`config.mk`:
```
export PLATFORM = sky130hd
export DESIGN_NAME = mult_sat_seq
export DESIGN_NICKNAME = d
export VERILOG_FILES = /design/src/rtl/mult_sat_seq_pkg.sv /design/src/rtl/mult_sat_seq_sat_clip.sv /design/src/rtl/mult_sat_seq.sv
export SDC_FILE = /design/constraint.sdc
export NUM_CORES = 1
export LEC_CHECK = 0
export BUFFER_PORTS_ARGS = -buffer_cell sky130_fd_sc_hd__buf_2
export CORE_ASPECT_RATIO = 1.25
export CORE_UTILIZATION = 40
export DETAILED_ROUTE_END_ITERATION = 16
export GPL_TIMING_DRIVEN = 1
export PLACE_DENSITY = 0.6
export SYNTH_ARGS = -nofsm -noshare
export SYNTH_HDL_FRONTEND = slang
export SYNTH_SLANG_ARGS = --single-unit
```
`constraint.sdc`:
```
create_clock -name clk -period 4.9 [get_ports clk]
set_clock_uncertainty 0.05 [all_clocks]
set_input_delay 0 -clock clk [delete_from_list [all_inputs] [get_ports clk]]
set_output_delay 0 -clock clk [all_outputs]
set_load 0.01 [all_outputs]
```
`src/rtl/mult_sat_seq_pkg.sv`:
```
// Shared types for the sequential saturating fixed-point multiplier.
package mult_sat_seq_pkg;

  typedef enum logic [1:0] {
    StIdle = 2'd0,
    StCalc = 2'd1,
    StNorm = 2'd2
  } state_e;

  // Two's-complement magnitude of a value up to 32 bits wide; the caller slices the result.
  function automatic logic [31:0] abs32(input logic [31:0] val, input int unsigned width);
    logic [31:0] mask;
    mask = (width >= 32) ? 32'hFFFF_FFFF : ((32'd1 << width) - 32'd1);
    if (val[width-1]) begin
      abs32 = (~val + 32'd1) & mask;
    end else begin
      abs32 = val & mask;
    end
  endfunction

endpackage

```
`src/rtl/mult_sat_seq_sat_clip.sv`:
```
// Clamps a sign/magnitude product into a Width-bit two's-complement result.
module mult_sat_seq_sat_clip #(
  parameter int unsigned Width = 16
) (
  input  logic               i_sign,
  input  logic [2*Width-1:0] i_mag,
  output logic [Width-1:0]   o_y,
  output logic               o_sat
);

  localparam logic [Width-1:0]   SatMax = {1'b0, {(Width-1){1'b1}}};
  localparam logic [Width-1:0]   SatMin = {1'b1, {(Width-1){1'b0}}};
  localparam logic [2*Width-1:0] MagMax = {{(Width+1){1'b0}}, {(Width-1){1'b1}}};
  localparam logic [2*Width-1:0] MagMin = {{Width{1'b0}}, 1'b1, {(Width-1){1'b0}}};

  logic [Width-1:0] w_mag_lo;
  assign w_mag_lo = i_mag[Width-1:0];

  always_comb begin
    o_y   = '0;
    o_sat = 1'b0;
    if (!i_sign) begin
      if (i_mag > MagMax) begin
        o_y   = SatMax;
        o_sat = 1'b1;
      end else begin
        o_y = w_mag_lo;
      end
    end else begin
      // A magnitude of exactly 2^(W-1) is representable on the negative side.
      if (i_mag > MagMin) begin
        o_y   = SatMin;
        o_sat = 1'b1;
      end else begin
        o_y = ~w_mag_lo + 1'b1;
      end
    end
  end

endmodule

```
`src/rtl/mult_sat_seq.sv`:
```
// Radix-2 shift-add signed Q-format multiplier with saturation and start/done handshake.
// Define ROUND_EN for round-half-away-from-zero instead of truncation toward zero.
module mult_sat_seq
  import mult_sat_seq_pkg::*;
#(
  parameter int unsigned Width    = 16,
  parameter int unsigned FracBits = 8
) (
  input  logic             clk,
  input  logic             rst_n,
  input  logic             start,
  input  logic [Width-1:0] A,
  input  logic [Width-1:0] B,
  output logic [Width-1:0] Y,
  output logic             done,
  output logic             busy,
  output logic             sat
);

  localparam int unsigned CntW = $clog2(Width);
  localparam logic [CntW-1:0] CntLast = CntW'(Width - 1);

  state_e r_state, w_state_next;

  logic [2*Width-1:0] r_acc;
  logic [2*Width-1:0] r_mcand;
  logic [Width-1:0]   r_mplier;
  logic [CntW-1:0]    r_cnt;
  logic               r_sign;
  logic [Width-1:0]   r_y;
  logic               r_sat;
  logic               r_done;

  logic               w_load;
  logic               w_step;
  logic               w_norm;
  logic               w_busy;
  logic [Width-1:0]   w_abs_a;
  logic [Width-1:0]   w_abs_b;
  logic [31:0]        w_abs_a32;
  logic [31:0]        w_abs_b32;
  logic [2*Width-1:0] w_acc_rnd;
  logic [2*Width-1:0] w_mag;
  logic [Width-1:0]   w_y;
  logic               w_sat;

  assign w_abs_a32 = abs32(32'(A), Width);
  assign w_abs_b32 = abs32(32'(B), Width);
  assign w_abs_a   = w_abs_a32[Width-1:0];
  assign w_abs_b   = w_abs_b32[Width-1:0];

`ifdef ROUND_EN
  localparam int unsigned RndSh = (FracBits > 0) ? FracBits - 1 : 0;
  localparam logic [2*Width-1:0] RndAdd =
      (FracBits > 0) ? ((2*Width)'(1) << RndSh) : '0;
  // acc never exceeds 2^(2W-2), so the addend cannot overflow 2W bits.
  assign w_acc_rnd = r_acc + RndAdd;
`else
  assign w_acc_rnd = r_acc;
`endif

  assign w_mag = w_acc_rnd >> FracBits;

  mult_sat_seq_sat_clip #(
    .Width (Width)
  ) u_sat_clip (
    .i_sign (r_sign),
    .i_mag  (w_mag),
    .o_y    (w_y),
    .o_sat  (w_sat)
  );

  always_ff @(posedge clk or negedge rst_n) begin
    if (!rst_n) begin
      r_state <= StIdle;
    end else begin
      r_state <= w_state_next;
    end
  end

  always_comb begin
    w_state_next = r_state;
    unique case (r_state)
      StIdle: if (start) w_state_next = StCalc;
      StCalc: if (r_cnt == CntLast) w_state_next = StNorm;
      StNorm: w_state_next = StIdle;
      default: w_state_next = StIdle;
    endcase
  end

  always_comb begin
    w_load = 1'b0;
    w_step = 1'b0;
    w_norm = 1'b0;
    w_busy = 1'b0;
    unique case (r_state)
      StIdle: w_load = start;
      StCalc: begin
        w_step = 1'b1;
        w_busy = 1'b1;
      end
      StNorm: begin
        w_norm = 1'b1;
        w_busy = 1'b1;
      end
      default: ;
    endcase
  end

  always_ff @(posedge clk or negedge rst_n) begin
    if (!rst_n) begin
      r_acc    <= '0;
      r_mcand  <= '0;
      r_mplier <= '0;
      r_cnt    <= '0;
      r_sign   <= 1'b0;
      r_y      <= '0;
      r_sat    <= 1'b0;
      r_done   <= 1'b0;
    end else begin
      r_done <= w_norm;
      if (w_load) begin
        r_acc    <= '0;
        r_mcand  <= {{Width{1'b0}}, w_abs_a};
        r_mplier <= w_abs_b;
        r_cnt    <= '0;
        r_sign   <= A[Width-1] ^ B[Width-1];
      end
      if (w_step) begin
        if (r_mplier[0]) r_acc <= r_acc + r_mcand;
        r_mcand  <= r_mcand << 1;
        r_mplier <= r_mplier >> 1;
        r_cnt    <= r_cnt + 1'b1;
      end
      if (w_norm) begin
        r_y   <= w_y;
        r_sat <= w_sat;
      end
    end
  end

  assign Y    = r_y;
  assign sat  = r_sat;
  assign done = r_done;
  assign busy = w_busy;

endmodule

```
==> results of run 1 <==
## Yosys cell counts, types with 16 or more instances
master / n
a21o_1: 16
a21oi_1: 65
clkbuf_1: 43
dfrtp_1: 105
ha_1: 39
inv_1: 28
nand2_1: 137
nand3_1: 17
nor2_1: 67
nor3_1: 16
o21ai_0: 94
xnor2_1: 22
xor2_1: 34
## cell type report
cell class | count | area [µm²]
clock inverter | 5 | 78.83
fill | 1731 | 9214
sequential | 105 | 2628
timing repair buffer | 62 | 345.3
clock buffer | 11 | 242.7
multi-input combinational | 671 | 4088
inverter | 28 | 105.1
tap | 220 | 275.3
## worst max-delay path: cells and delay by family, from the launching register on
kind / cells / cell delay [ns]
fa+ha+maj: 1 / 0.16
flops: 1 / 0.41
simple gates: 5 / 1.97
compound gates: 2 / 0.24
buf+inv: 2 / 0.15
## report_power, final
group | switching (mW) | internal [mW] | total, mW
clock | 0.331 | 0.461 | 0.793
sequential | 0.282 | 1.19 | 1.47
combinational | 1.34 | 0.882 | 2.22
total | 1.96 | 2.53 | 4.48
## cell families (layout without fill, tap and decap cells)
group / Yosys count / in the layout / share of synthesized area (%)
AO/OA/AOI/OAI: 272 / 272 / 23.52
XOR/XNOR: 56 / 56 / 7.005
adder cells (fa/ha/maj): 40 / 40 / 7.255
buffers and inverters: 76 / 106 / 4.324
flip-flops: 105 / 105 / 37.53
multiplexers: 9 / 9 / 1.305
AND/OR/NAND/NOR: 294 / 294 / 19.07
## flip-flops by register name (all words and copies together), names as in the netlist
| name | count |
|---|---|
| r_mcand | 32 |
| sat | 1 |
| done | 1 |
| r_sign | 1 |
| r_mplier | 16 |
| r_state | 2 |
| r_cnt | 4 |
| Y | 16 |
| r_acc | 32 |
## layer usage
layer	GRT usage, %	up-vias	wire length (µm)
met4	7.346	0	274
met5	0	-	0
met3	2.325	17	412
li1	-	3071	-
met1	24.24	2796	7801
met2	33.51	96	7836
## path summary, 6_finish.rpt
kind                          start      endpoint  slack, ns  depth (start not counted)
max in group asynchronous     rst_n      r_cnt[2]       3.52                          3
max reg2reg                r_acc[9]          Y[9]       1.84                         10
max                        r_acc[9]          Y[9]       1.84                         10
min in group asynchronous     rst_n          Y[0]       0.24                          2
min reg2reg                    Y[0]          Y[0]       0.42                          1
min                           B[14]  r_mplier[15]      0.007                          5
## repair_timing
item | CTS | global route
buffers inserted | 0 | 0
hold buffers | 4 | 0
endpoints found under the hold margin | 70 | 0
## metrics by stage
stage	area (µm²)	instances	power [mW]	setup WS (ns)
4_1_cts	7762	1102	4.525	1.826
5_1_grt	7762	1102	4.914	1.485
6_report	7762	1102	4.485	1.841
2_1_floorplan	7002	852	3.173	2.282
3_3_place_gp	7401	1082	3.700	1.884
3_5_place_dp	7401	1082	3.714	1.853
==> flow_metrics.env, run 1 <==
export IMPL_n_antenna_cell=0
export IMPL_cts_path_max_buffers=2
export IMPL_path_clk_slew_ns=0.07
export IMPL_ys_ff_latch=105
export IMPL_grt_max_degree=105
export IMPL_syn_num_nets=927
export IMPL_nNetsFinal=952
export IMPL_worst_pin_slew_ns=1.070
export IMPL_rows=53
export IMPL_path_class="reg2reg"
export IMPL_worstSetupStartpointType="flop"
export IMPL_first_global_vias=5727
export IMPL_maxCapViolations=0
export IMPL_floorplan_initialDensity_pct=41.24
export IMPL_die_y_um=149.9
export IMPL_cpPeakStageDelay_ns=0.58
export IMPL_synth_edf_count=0
export IMPL_yosysWarnings=0
export IMPL_wire_per_inst_um=14.81
export IMPL_grt_pass1_wl_um=27710
export IMPL_holdWs_ns=0.006926
export IMPL_setup_viol=0
export IMPL_drive_above_1_share_pct=10.43
export IMPL_synth_top_cell_by_area="dfrtp_1"
export IMPL_vias_per_cell=5.426
export IMPL_period_share_pct=62.43
export IMPL_slew_headroom_pct=28.49
export IMPL_worst_path_max_fanout=11
export IMPL_hold_violations=0
export IMPL_antenna_found_initial=0
export IMPL_cts_sinks=105
export IMPL_async_flop_share_pct=100.0
export IMPL_syn_area_um2=7002
export IMPL_path_cells="inv_1 -> ha_1 -> inv_1 -> or4_1 -> or4_4 -> o21ai_2 -> nand4_1 -> nor3b_1 -> a211oi_1 -> nor2_1"
export IMPL_synthCells=852
export IMPL_p_leak_nw=3.531
export IMPL_p_per_area_nw_per_um2=577.7
export IMPL_worstSetupEndpointType="flop"
export IMPL_hold_class="in2reg"
export IMPL_drv_slew=0
export IMPL_final_cell_mix="nand2_1, dfrtp_1, o21ai_0"
export IMPL_fin_util_pct=45.73
export IMPL_drc=0
export IMPL_vias=5980
export IMPL_clock_latency_ns=0.36
export IMPL_fmax_ghz=0.3269
export IMPL_postRouteAntennaNets=0
export IMPL_die_area_um2=18040
export IMPL_rsz0062_at_grt="false"
export IMPL_port_buffers=53
export IMPL_arrival_ns=3.30
export IMPL_cp_slowest_cell="or4_4"
export IMPL_routed_wl_um=16330
export IMPL_die_w_um=120.3
export IMPL_peakVddDrop_mv=0.2289
export IMPL_core_area_um2=16980
export IMPL_cpMostUsedCell="inv_1"
export IMPL_numCtsBuffers=9
export IMPL_grt_ovfl_total=0
export IMPL_dr_pass1_iters=5
export IMPL_dp_hpwl_um=11810
export IMPL_seq_area_frac_synth_pct=37.53
export IMPL_pin_count=54
export IMPL_yosys_most_used_dff="dfrtp_1"
export IMPL_drt_iter0_drc=314
export IMPL_ys_types=60
export IMPL_cts_resized=0
export IMPL_synthDominantCellAreaShare_pct=37.53
export IMPL_synth_area_top_cells="dfrtp_1, nand2_1, ha_1, o21ai_0, a21oi_1"
export IMPL_areaGrowthSynthToFinish_pct=10.86
export IMPL_tns_ns=0
export IMPL_cts_root_buf="clkbuf_16"
export IMPL_place_gp_congestion=0.8528
export IMPL_status="finished, final reports clean"
export IMPL_final_common_cell="nand2_1"
export IMPL_required_ns=5.14
export IMPL_track_usage_pct=19.24
export IMPL_cts_max_level=3
export IMPL_cts_tree="built"
export IMPL_synth_avg_cell_area_um2=8.218
export IMPL_min_period_ns=3.059
(Power assumes the default switching activity.)
==> run 2, diff against run 1 <==
==> constraint.sdc (replaced) <==
create_clock -name clk -period 2.95 [get_ports clk]
set_clock_uncertainty 0.05 [all_clocks]
set_input_delay 0 -clock clk [delete_from_list [all_inputs] [get_ports clk]]
set_output_delay 0 -clock clk [all_outputs]
set_load 0.01 [all_outputs]
==> run 2 against run 1 <==
Effect of this change: non-clock buffer count up 28; highest routed layer unchanged; register-to-register slack lost 1.7 ns; die area stayed put; critical endpoint is now Y[8]; first-iteration DRC count shrank 13%.
==> flow_metrics.env, run 2 (same netlist as run 1, synthesis figures left out) <==
export IMPL_power_switching_mw=3.394
export IMPL_nNetsFinal=980
export IMPL_numCtsBuffers=9
export IMPL_rows=53
export IMPL_period_share_pct=95.47
export IMPL_worstSetupEndpointType="flop"
export IMPL_status="finished, final reports clean"
export IMPL_internal_power_mw=4.588
export IMPL_met2_usage_pct=33.94
export IMPL_slew_headroom_pct=56.39
export IMPL_pre_cts_ws_ns=0.1462
export IMPL_place_gp_congestion=0.8883
export IMPL_n_antenna_cell=0
export IMPL_worst_pin_slew_ns=0.6542
export IMPL_port_buffers=53
export IMPL_final_common_cell="nand2_1"
export IMPL_pin_count=54
export IMPL_vias_per_cell=5.403
export IMPL_use_met1_pct=25.22
export IMPL_maxCapViolations=0
export IMPL_clock_latency_ns=0.36
export IMPL_areaGrowthSynthToFinish_pct=15.17
export IMPL_die_area_um2=18040
export IMPL_tns_ns=0
export IMPL_track_usage_pct=19.66
export IMPL_cts_tree="built"
export IMPL_drv_slew=0
export IMPL_rsz0062_at_grt="true"
export IMPL_grt_ovfl_total=0
export IMPL_p_per_area_nw_per_um2=989.9
export IMPL_reg_largest_list="r_acc (32), r_mcand (32)"
export IMPL_grt_max_degree=74
export IMPL_min_period_ns=2.816
export IMPL_die_y_um=149.9
export IMPL_swShare_pct=42.52
export IMPL_drc=0
export IMPL_fmax_ghz=0.3551
export IMPL_dr_pass1_iters=5
export IMPL_met3_usage_pct=3.049
export IMPL_setup_viol=0
export IMPL_path_clk_slew_ns=0.07
export IMPL_drive_above_1_share_pct=13.96
export IMPL_fill_cells=1745
export IMPL_drt_iter0_drc=272
export IMPL_seqPwrFrac_pct=30.4
export IMPL_peakVddDrop_mv=0.3851
export IMPL_arrival_ns=3.06
export IMPL_pwr_share_clk_pct=18.5
export IMPL_vias=6105
export IMPL_hold_violations=0
export IMPL_p_comb_share_pct=51.1
export IMPL_dp_hpwl_um=12520
export IMPL_worst_path_max_fanout=5
export IMPL_p_leak_nw=3.698
export IMPL_wire_per_inst_um=14.74
export IMPL_cts_max_level=3
export IMPL_cts_root_buf="clkbuf_16"
export IMPL_cts_path_max_buffers=2
export IMPL_cts_sinks=105
export IMPL_worst_slack_ns=0.1336
export IMPL_hold_class="in2reg"
export IMPL_final_cell_mix="nand2_1, dfrtp_1, o21ai_0"
export IMPL_busiest_layer="met2"
export IMPL_die_w_um=120.3
export IMPL_core_area_um2=16980
export IMPL_floorplan_initialDensity_pct=41.24
export IMPL_antenna_found_initial=0
export IMPL_path_class="reg2reg"
export IMPL_postRouteAntennaNets=0
export IMPL_routed_wl_um=16660
export IMPL_worstSetupStartpointType="flop"
export IMPL_first_global_vias=5825
export IMPL_required_ns=3.19
export IMPL_grt_pass1_wl_um=28510
run 2: cell types whose count changed in the layout (fill, tap and decap cells not counted), moves of 2 or more:
cell           delta
nor3b_2           +4
buf_4            +25
dlygate4sd3_1     +2
bufinv_16         +2
nor3b_1           -4
run 2: final cells by class:
type	instances	area [µm²]	area share, %
Multi-Input combinational cell	671	4124	51.14
Clock inverter	7	141.4	1.753
Timing Repair Buffer	90	564.3	6.998
Tap cell	220	275.3	3.414
Clock buffer	9	225.2	2.793
Sequential cell	105	2629	32.60
Inverter	28	105.1	1.303
run 2: timing repair:
item                                    4_1_cts  5_1_grt
hold endpoints to repair                     51        0
resized for setup                             0       12
setup buffers                                 0        2
endpoints found under the setup margin        0       11
hold buffers                                  6        0
run 2: stage by stage:
step                utilization (%)  hold WS (ns)  power, mW  cell area, µm²  instances
floorplan                         -       -0.3456      5.271            7002        852
global placement              44.57       0.01035      6.323            7566       1105
detailed placement            44.57       0.01318      6.384            7566       1105
CTS                           47.08       0.02181      7.900            7993       1127
global route                  47.50       0.03924      8.706            8064       1130
finish                        47.50       0.02977      7.982            8064       1130
run 2: critical path, stage by stage (launching register included):
cell	delay, ns
dfrtp_2	0.43
inv_1	0.08
ha_1	0.16
inv_1	0.06
or4_4	0.44
or4_4	0.58
o21ai_4	0.15
nand4_1	0.18
buf_4	0.25
nor3_1	0.17
a211oi_1	0.08
nor2_1	0.10
run 2: worst paths after layout:
check / slack, ns / endpoint / from / cells after the start
min in group asynchronous: 0.14 / sat / rst_n / 2
worst min register to register: 0.43 / Y[0] / Y[0] / 1
worst max register to register: 0.13 / Y[8] / r_acc[8] / 11
worst max-delay path: 0.13 / Y[8] / r_acc[8] / 11
max in group asynchronous: 1.88 / r_acc[23] / rst_n / 3
worst min-delay path: 0.03 / r_state[1] / start / 3
run 2: power groups by stage:
stage | Clock (mW) | Combinational [mW] | Sequential, mW
final | 1.47 | 4.08 | 2.43
after global routing | 1.57 | 4.63 | 2.51
after CTS | 1.51 | 3.97 | 2.42
after detailed placement | 0 | 3.94 | 2.44
after global placement | 0 | 3.89 | 2.43
after floorplan | 0 | 2.91 | 2.36
run 2: routing by layer:
metal,vias to the layer above,wire (µm),share of wire [%]
met3,22,407,2.4
li1,3128,-,-
met2,102,8116,49
met5,-,0,0
met4,0,312,1.9
met1,2853,7821,47
